===== config.mk =====
export PLATFORM = sky130hd
export DESIGN_NAME = arm_controller
export DESIGN_NICKNAME = d
export VERILOG_FILES = /design/src/rtl/arm_ctrl_pkg.sv /design/src/rtl/arm_controller_condlogic.sv /design/src/rtl/arm_controller.sv
export SDC_FILE = /design/constraint.sdc
export NUM_CORES = 1
export LEC_CHECK = 0
export ABC_CLOCK_PERIOD_IN_PS = 4690
export BUFFER_PORTS_ARGS = -buffer_cell sky130_fd_sc_hd__buf_2
export CORE_MARGIN = 3
export CORE_UTILIZATION = 49
export CTS_CLUSTER_DIAMETER = 50
export DETAILED_ROUTE_END_ITERATION = 8
export PLACE_DENSITY = 0.84
export SKIP_LAST_GASP = 1
export SLEW_MARGIN = 25
export SYNTH_ARGS = -nofsm -noshare
export SYNTH_HDL_FRONTEND = slang
export SYNTH_HIERARCHICAL = 1
export SYNTH_SLANG_ARGS = --single-unit

===== constraint.sdc =====
create_clock -name clk -period 4.69 [get_ports clk]
set_input_delay 0.469 -clock clk [delete_from_list [all_inputs] [get_ports clk]]
set_output_delay 0.469 -clock clk [all_outputs]
set_load 0.05 [all_outputs]

===== src/rtl/arm_ctrl_pkg.sv =====
// Shared encodings for the multicycle ARM controller: FSM states, datapath
// select codes, opcode classes and condition-field values.
package arm_ctrl_pkg;

   typedef logic [3:0] state_t;

   localparam state_t S_FETCH  = 4'd0;
   localparam state_t S_DECODE = 4'd1;
   localparam state_t S_MEMADR = 4'd2;
   localparam state_t S_MEMRD  = 4'd3;
   localparam state_t S_MEMWB  = 4'd4;
   localparam state_t S_MEMWR  = 4'd5;
   localparam state_t S_EXECR  = 4'd6;
   localparam state_t S_EXECI  = 4'd7;
   localparam state_t S_ALUWB  = 4'd8;
   localparam state_t S_BRANCH = 4'd9;

   localparam logic [1:0] SRCA_REG  = 2'b00;
   localparam logic [1:0] SRCA_PC   = 2'b01;
   localparam logic [1:0] SRCA_AOUT = 2'b10;

   localparam logic [1:0] SRCB_REG  = 2'b00;
   localparam logic [1:0] SRCB_IMM  = 2'b01;
   localparam logic [1:0] SRCB_FOUR = 2'b10;

   localparam logic [1:0] RES_AOUT  = 2'b00;
   localparam logic [1:0] RES_DATA  = 2'b01;
   localparam logic [1:0] RES_ALU   = 2'b10;

   localparam logic [1:0] ALU_ADD   = 2'b00;
   localparam logic [1:0] ALU_SUB   = 2'b01;
   localparam logic [1:0] ALU_AND   = 2'b10;
   localparam logic [1:0] ALU_ORR   = 2'b11;

   localparam logic [1:0] OP_DP     = 2'b00;
   localparam logic [1:0] OP_MEM    = 2'b01;
   localparam logic [1:0] OP_BR     = 2'b10;
   localparam logic [1:0] OP_NOP    = 2'b11;

   localparam logic [3:0] CMD_AND   = 4'b0000;
   localparam logic [3:0] CMD_SUB   = 4'b0010;
   localparam logic [3:0] CMD_ADD   = 4'b0100;
   localparam logic [3:0] CMD_CMP   = 4'b1010;
   localparam logic [3:0] CMD_ORR   = 4'b1100;

   localparam logic [3:0] COND_EQ = 4'b0000;
   localparam logic [3:0] COND_NE = 4'b0001;
   localparam logic [3:0] COND_CS = 4'b0010;
   localparam logic [3:0] COND_CC = 4'b0011;
   localparam logic [3:0] COND_MI = 4'b0100;
   localparam logic [3:0] COND_PL = 4'b0101;
   localparam logic [3:0] COND_VS = 4'b0110;
   localparam logic [3:0] COND_VC = 4'b0111;
   localparam logic [3:0] COND_HI = 4'b1000;
   localparam logic [3:0] COND_LS = 4'b1001;
   localparam logic [3:0] COND_GE = 4'b1010;
   localparam logic [3:0] COND_LT = 4'b1011;
   localparam logic [3:0] COND_GT = 4'b1100;
   localparam logic [3:0] COND_LE = 4'b1101;
   localparam logic [3:0] COND_AL = 4'b1110;
   localparam logic [3:0] COND_NV = 4'b1111;

endpackage


===== src/rtl/arm_controller_condlogic.sv =====
// Stored NZCV flags, per-instruction condition latch and the write-enable
// gating that depends on it.
module condlogic
   import arm_ctrl_pkg::*;
(
   input  logic       clk,
   input  logic       reset,
   input  logic [3:0] cond_i,
   input  logic [3:0] aluflags_i,
   input  logic [1:0] flagw_i,
   input  logic       capture_i,
   input  logic       pcs_i,
   input  logic       nextpc_i,
   input  logic       regw_i,
   input  logic       memw_i,
   input  logic       nowrite_i,
   output logic       pcwrite_o,
   output logic       regwrite_o,
   output logic       memwrite_o
);

   logic [3:0] flags_q;
   logic       condex_q;
   logic       cond_met;
   logic       n, z, c, v;

   assign {n, z, c, v} = flags_q;

   always_comb begin
      cond_met = 1'b0;
      case (cond_i)
         COND_EQ: cond_met = z;
         COND_NE: cond_met = ~z;
         COND_CS: cond_met = c;
         COND_CC: cond_met = ~c;
         COND_MI: cond_met = n;
         COND_PL: cond_met = ~n;
         COND_VS: cond_met = v;
         COND_VC: cond_met = ~v;
         COND_HI: cond_met = c & ~z;
         COND_LS: cond_met = ~c | z;
         COND_GE: cond_met = (n == v);
         COND_LT: cond_met = (n != v);
         COND_GT: cond_met = ~z & (n == v);
         COND_LE: cond_met = z | (n != v);
         COND_AL: cond_met = 1'b1;
         default: cond_met = 1'b0;
      endcase
   end

   // condex_q holds the decision for the whole instruction, so flag writes
   // in EXECUTE cannot change whether this instruction commits.
   always_ff @(posedge clk) begin
      if (reset) begin
         flags_q  <= 4'b0000;
         condex_q <= 1'b0;
      end else begin
         if (capture_i)              condex_q      <= cond_met;
         if (flagw_i[1] & condex_q)  flags_q[3:2]  <= aluflags_i[3:2];
         if (flagw_i[0] & condex_q)  flags_q[1:0]  <= aluflags_i[1:0];
      end
   end

   assign pcwrite_o  = nextpc_i | (pcs_i & condex_q);
   assign regwrite_o = regw_i & condex_q & ~nowrite_i;
   assign memwrite_o = memw_i & condex_q;

endmodule


===== src/rtl/arm_controller.sv =====
// Multicycle ARM control unit: main FSM, Moore output decode and ALU decode;
// condition checking and write gating live in condlogic.
module arm_controller
   import arm_ctrl_pkg::*;
(
   input  logic        clk,
   input  logic        reset,
   input  logic [19:0] Instr,
   input  logic [3:0]  ALUFlags,
   output logic        PCWrite,
   output logic        MemWrite,
   output logic        RegWrite,
   output logic        IRWrite,
   output logic        AdrSrc,
   output logic [1:0]  RegSrc,
   output logic [1:0]  ALUSrcA,
   output logic [1:0]  ALUSrcB,
   output logic [1:0]  ResultSrc,
   output logic [1:0]  ImmSrc,
   output logic [1:0]  ALUControl
);

   logic [3:0] cond, rd;
   logic [1:0] op;
   logic [5:0] funct;
   logic       unused_instr;

   assign cond         = Instr[19:16];
   assign op           = Instr[15:14];
   assign funct        = Instr[13:8];
   assign rd           = Instr[3:0];
   assign unused_instr = ^Instr[7:4];

   state_t state_q, state_d, st;

   always_ff @(posedge clk) begin
      if (reset) state_q <= S_FETCH;
      else       state_q <= state_d;
   end

   always_comb begin
      state_d = S_FETCH;
      case (state_q)
         S_FETCH:  state_d = S_DECODE;
         S_DECODE: case (op)
                      OP_MEM:  state_d = S_MEMADR;
                      OP_DP:   state_d = funct[5] ? S_EXECI : S_EXECR;
                      OP_BR:   state_d = S_BRANCH;
                      default: state_d = S_FETCH;
                   endcase
         S_MEMADR: state_d = funct[0] ? S_MEMRD : S_MEMWR;
         S_MEMRD:  state_d = S_MEMWB;
         S_EXECR,
         S_EXECI:  state_d = S_ALUWB;
         default:  state_d = S_FETCH;
      endcase
   end

   // While reset is high the selects show FETCH values and every enable is
   // suppressed, regardless of where the FSM was interrupted.
   assign st = reset ? S_FETCH : state_q;

   logic irw, nextpc, regw, memw, branch, aluop;

   always_comb begin
      irw = 1'b0; nextpc = 1'b0; regw = 1'b0; memw = 1'b0;
      branch = 1'b0; aluop = 1'b0; AdrSrc = 1'b0;
      ALUSrcA = SRCA_REG; ALUSrcB = SRCB_REG; ResultSrc = RES_AOUT;
      case (st)
         S_FETCH:  begin irw = 1'b1; nextpc = 1'b1;
                         ALUSrcA = SRCA_PC; ALUSrcB = SRCB_FOUR; ResultSrc = RES_ALU; end
         S_DECODE: begin ALUSrcA = SRCA_PC; ALUSrcB = SRCB_FOUR; ResultSrc = RES_ALU; end
         S_MEMADR: ALUSrcB = SRCB_IMM;
         S_MEMRD:  AdrSrc = 1'b1;
         S_MEMWB:  begin ResultSrc = RES_DATA; regw = 1'b1; end
         S_MEMWR:  begin AdrSrc = 1'b1; memw = 1'b1; end
         S_EXECR:  aluop = 1'b1;
         S_EXECI:  begin ALUSrcB = SRCB_IMM; aluop = 1'b1; end
         S_ALUWB:  regw = 1'b1;
         S_BRANCH: begin ALUSrcA = SRCA_AOUT; ALUSrcB = SRCB_IMM;
                         ResultSrc = RES_ALU; branch = 1'b1; end
         default:  ;
      endcase
   end

   logic [1:0] flagw;
   logic       nowrite, pcs;

   always_comb begin
      ALUControl = ALU_ADD;
      flagw      = 2'b00;
      if (aluop) begin
         case (funct[4:1])
            CMD_ADD: begin ALUControl = ALU_ADD; flagw = {2{funct[0]}};     end
            CMD_SUB,
            CMD_CMP: begin ALUControl = ALU_SUB; flagw = {2{funct[0]}};     end
            CMD_AND: begin ALUControl = ALU_AND; flagw = {funct[0], 1'b0}; end
            CMD_ORR: begin ALUControl = ALU_ORR; flagw = {funct[0], 1'b0}; end
            default: begin ALUControl = ALU_ADD; flagw = 2'b00;            end
         endcase
      end
   end

   // CMP suppresses its writeback in ALUWB, where ALUOp is already low,
   // so this is decoded from the instruction alone.
   assign nowrite = (op == OP_DP) & (funct[4:1] == CMD_CMP);
   assign pcs     = branch | (regw & (rd == 4'hF));
   assign RegSrc  = {op == OP_MEM, op == OP_BR};
   assign ImmSrc  = op;
   assign IRWrite = irw & ~reset;

   condlogic u_cond (
      .clk        (clk),
      .reset      (reset),
      .cond_i     (cond),
      .aluflags_i (ALUFlags),
      .flagw_i    (flagw),
      .capture_i  (st == S_DECODE),
      .pcs_i      (pcs & ~reset),
      .nextpc_i   (nextpc & ~reset),
      .regw_i     (regw & ~reset),
      .memw_i     (memw & ~reset),
      .nowrite_i  (nowrite),
      .pcwrite_o  (PCWrite),
      .regwrite_o (RegWrite),
      .memwrite_o (MemWrite)
   );

endmodule


# Word level (Yosys, flattened, before mapping)
# Cells that the tools add are included.
# word_totals
regBits	9
in_bits	26
out_inout_bits	17
word_cells	99
# op_classes
n_eq_ne	37
n_mux	19
n_bitwise	24
n_reduce_logical	15
# op_table
operator	count
$eq A4 B4 Y1 const B	12
$eq A4 B3 Y1 const B	11
$eq A4 B2 Y1 const B	7
$pmux W4 S5	1
$logic_not A4 Y1	4
$pmux W2 S2	4
$pmux W1 S15	1
$and A1 B1 Y1	14
$reduce_or A2 Y1	7
$eq A4 B1 Y1 const B	3
$pmux W4 S3	1
$reduce_or A3 Y1	3
$mux W1	7
$not A1 Y1	6
$pmux W2 S3	1
$mux W2	2
$mux W4	1
$or A1 B1 Y1	4
$mux W3	1
$eq A2 B1 Y1 const B	1
$eq A2 B2 Y1 const B	1
$logic_not A2 Y1	1
$eq A1 B1 Y1	1
$ne A1 B1 Y1	1

# Depth between registers and ports, before layout
# depth
word_depth	9
ltp_mapped	7
ltp_nobuf	6

# Modules after synthesis
# Netlist, hierarchy kept.
# modules_own_cells
mod	instances	cells_per_inst	area_per_inst_um2	seq_area_each_um2
arm_controller	1	67	489.2	80.1
condlogic	1	53	387.9	100.1

# Worst setup path before layout
# Ideal clock, no wire load.
# synth_timing
path_type	register to output
startpoint	reg state_q[3]
endpoint	out PCWrite
t_arrival_ns	2.347
t_required_ns	4.221
slack_ns	1.874
path_stages_with_launch	5
path_buffers	1
cell_sequence	dfxtp_1 buf_6 nor3_1 nor3b_1 a21o_1
# synth_between
word_cells_on_any_way	15
classes_between	3 x eq/ne; 4 x mux; 6 x bitwise; 2 x reduce/logical
# synth_lines
element	line_no	text
from (decl)	arm_controller.sv:34	state_t state_q, state_d, st;
from (signal assigned)	arm_controller.sv:38	else state_q <= state_d;
$mux W4	arm_controller.sv:61	assign st = reset ? S_FETCH : state_q;
$logic_not A4 Y1	-	
$mux W1	-	
$and A1 B1 Y1	-	
named net IRWrite	arm_controller.sv:13	output logic IRWrite,
$or A1 B1 Y1	arm_controller_condlogic.sv:64	assign pcwrite_o = nextpc_i | (pcs_i & condex_q);
to (decl)	arm_controller.sv:10	output logic PCWrite,
# The timed path passes the listed nets, and every way through them passes these cells.

# Final worst setup path
# layout_timing
startpoint	reg state_q[3]
endpoint	out PCWrite
# layout_between
elab_chain_cells	9
word_cells_on_any_way	15
classes_between	3 x eq/ne; 4 x mux; 6 x bitwise; 2 x reduce/logical
# layout_rtl
element	line_no	text
$mux W4 (*)	arm_controller.sv:61	
$eq A4 B4 Y1 or $eq A4 B3 Y1 (tied branches)	arm_controller.sv:69	case (st)
$reduce_or A2 Y1 (no source line)	-	
$mux W1	arm_controller.sv:69	
$and A1 B1 Y1	arm_controller.sv:107	assign pcs = branch | (regw & (rd == 4'hF));
$or A1 B1 Y1	arm_controller.sv:107	
$and A1 B1 Y1	arm_controller.sv:119	.pcs_i (pcs & ~reset),
$and A1 B1 Y1	arm_controller_condlogic.sv:64	
$or A1 B1 Y1 (*)	arm_controller_condlogic.sv:64	
# Mark *: on every way between the ends. The rest lies on a longest branch, timed or not.

==> qor.yml <==
worstHoldPathType: "register to register"
die_w_um: 48.3
coreArea_sq_um: 1590
dr_total_vias: 941
cts_tree: "built"
cts_sinks: 9
grt.overflow.total: 0
drive_above_1_share: 0.309
holdWs_ns: 0.462
place_ws_ns: 2.44
max_clock_freq_ghz: 0.429
fillers: 158
period_minus_slack_ns: 2.33
gp_congestion: 0.833
post-route-period-util: 0.497
p_leak_nw: 0.461
port_buffers: 38
vias_per_cell: 5.35
p_per_area_nw_per_um2: 212
synth.avg_cell_area_sq_um: 7.31
dp_hpwl_um: 1580
synthFlopType: "dfxtp_1"
max_slew.worst_pin.slew_ns: 0.404
syn_area_sq_um: 877
finalPower_uw: 222
maxCapViolCount: 0
antenna_found_initial: 0
grt_pass1_vias: 819
wl_per_cell_um: 11.4
ios: 43
maxSlewViolCount: 0
fin_cells: 176
clk_latency_ns: 0.26
ys_types: 41
arrival_ns: 1.86
fin_area_sq_um: 1050
initial_core_util: 0.550
drtIter0Drc: 24
dp_cells: 172
grt_pass1_wl_um: 3420
rows: 14
synth_nets: 146
ys_ff_latch: 9
cts_setup_buffers: 0
cts_made_buffers: 3
drcViolationCount: 0
ctsLongestPathBuffers: 2
cts.clk_slew.worst_paths_ns: 0.07
grt_setup_unrepaired: "no"
yosysSeqAreaShare: 0.205
cts_root_buf: "clkbuf_4"
start_kind: "register"
wirelength_um: 2010
cp_max_fo: 11
cts_hold_buf: 0
outcome: "complete, no violations"
synth-async-reset-ratio: 0
setup_viol: 0
firstDrtPassIters: 4
end_kind: "output pin"
htreeDepth: 1
cts_resized: 0
grt_max_degree: 19
maxSlewHeadroom: 0.730
die-area_sq_um: 2330
post-route-util: 0.656
setup_tns_ns: 0
crit_required_ns: 4.22
crit_type: "register to output pin"
grt_usage: 0.172
fp.dieH_um: 48.3
antenna_cells: 0
hold_viol: 0
yosys_warnings: 6
post_dp_cell_area_sq_um: 1020
nNetsFinal: 179
syn2layout_area_growth_pct: 19.3
skew_ns: 0.00568
register_area_sq_um: 180
worst_ir_drop_vdd_mv: 0.143
ant_nets: 0
setup_ws_ns: 2.36
multi_input_area_sq_um: 603
netlist_instances: 120
synth_edf_count: 0
[critical path, cell delays in order (launching register included)]
cell     delay (ns)
dfxtp_1        0.53
xnor2_1        0.09
or4_1          0.45
o21ai_1        0.16
a21o_1         0.12
buf_2          0.25
[cells in the mapped netlist (all sizes together), types with 3 or more instances]
library cell | number | area, sq um
a21oi | 10 | 50.1
buf | 9 | 75.1
dfxtp | 9 | 180
inv | 4 | 15.0
mux2i | 3 | 30.0
nand2 | 11 | 41.3
nand2b | 6 | 37.5
nand3 | 5 | 25.0
nand3b | 4 | 30.0
nor2 | 10 | 37.5
nor2b | 7 | 43.8
nor3 | 3 | 20.0
o21ai | 5 | 25.0
xnor2 | 4 | 35.0
[power by group]
group          internal (mW)  switching [mW]  total [mW]
Combinational         0.0271          0.0489      0.0760
Sequential            0.0792         0.00828      0.0875
Clock                 0.0314          0.0269      0.0583
Total                  0.138          0.0841       0.222
[flip-flops by register name, indices dropped and copies added, names as in the netlist]
signal and cells:
state_q 4, u_cond/condex_q 1, u_cond/flags_q 4
[worst paths after layout]
kind	from	to	slack [ns]	depth (start not counted)
hold reg to reg	u_cond/flags_q[1]	u_cond/flags_q[1]	0.46	2
hold / removal	u_cond/flags_q[1]	u_cond/flags_q[1]	0.46	2
setup reg to reg	state_q[3]	u_cond/condex_q	2.98	6
setup / recovery	state_q[3]	PCWrite	2.36	5
[per-layer routing]
metal  part of all wire  global-route usage  wire [um]
met4              0.010              0.0711         21
met5                  0                   0          0
met3              0.079              0.0276        160
met2               0.44               0.282        882
met1               0.47               0.225        948
[layout make-up]
class	count	area share
sequential	9	0.172
tap	24	0.0287
multi-input combinational	97	0.577
inverter	4	0.0144
clock inverter	1	0.00478
clock buffer	3	0.0215
timing repair buffer	38	0.182
[logic make-up (layout without fill, tap and decap cells)]
kind of cell | Yosys count | after routing | synth area share
AND/OR/NAND/NOR | 64 | 64 | 0.421
multiplexers | 3 | 3 | 0.0342
AO/OA/AOI/OAI | 24 | 24 | 0.173
buffers and inverters | 14 | 46 | 0.107
XOR/XNOR | 6 | 6 | 0.0599
flip-flops | 9 | 9 | 0.205
[placed cells by master (no fill, tap or decap), drive strengths merged]
| cell type | n |
|---|---|
| o221ai | 1 |
| mux2i | 3 |
| nand4 | 2 |
| nor4 | 1 |
| a311oi | 1 |
| nor4bb | 1 |
| clkbuf | 3 |
| xnor2 | 4 |
| or3b | 1 |
| nand3 | 5 |
| a32oi | 1 |
| buf | 38 |
| clkinv | 1 |
| nor3b | 2 |
| xor2 | 2 |
| a211oi | 2 |
| nor4b | 1 |
| nand4b | 1 |
| nor2 | 10 |
| nand3b | 4 |
| dfxtp | 9 |
| inv | 4 |
| and3 | 2 |
| o21ai | 5 |
| a21oi | 10 |
| a41o | 1 |
| nand2b | 6 |
| nor2b | 7 |
| or2 | 2 |
| or4 | 2 |
| a21o | 1 |
| and2 | 1 |
| nand2 | 11 |
| o2bb2ai | 2 |
| nor3 | 3 |
| or3 | 2 |
Note: power is estimated with default switching activity, not from simulation.
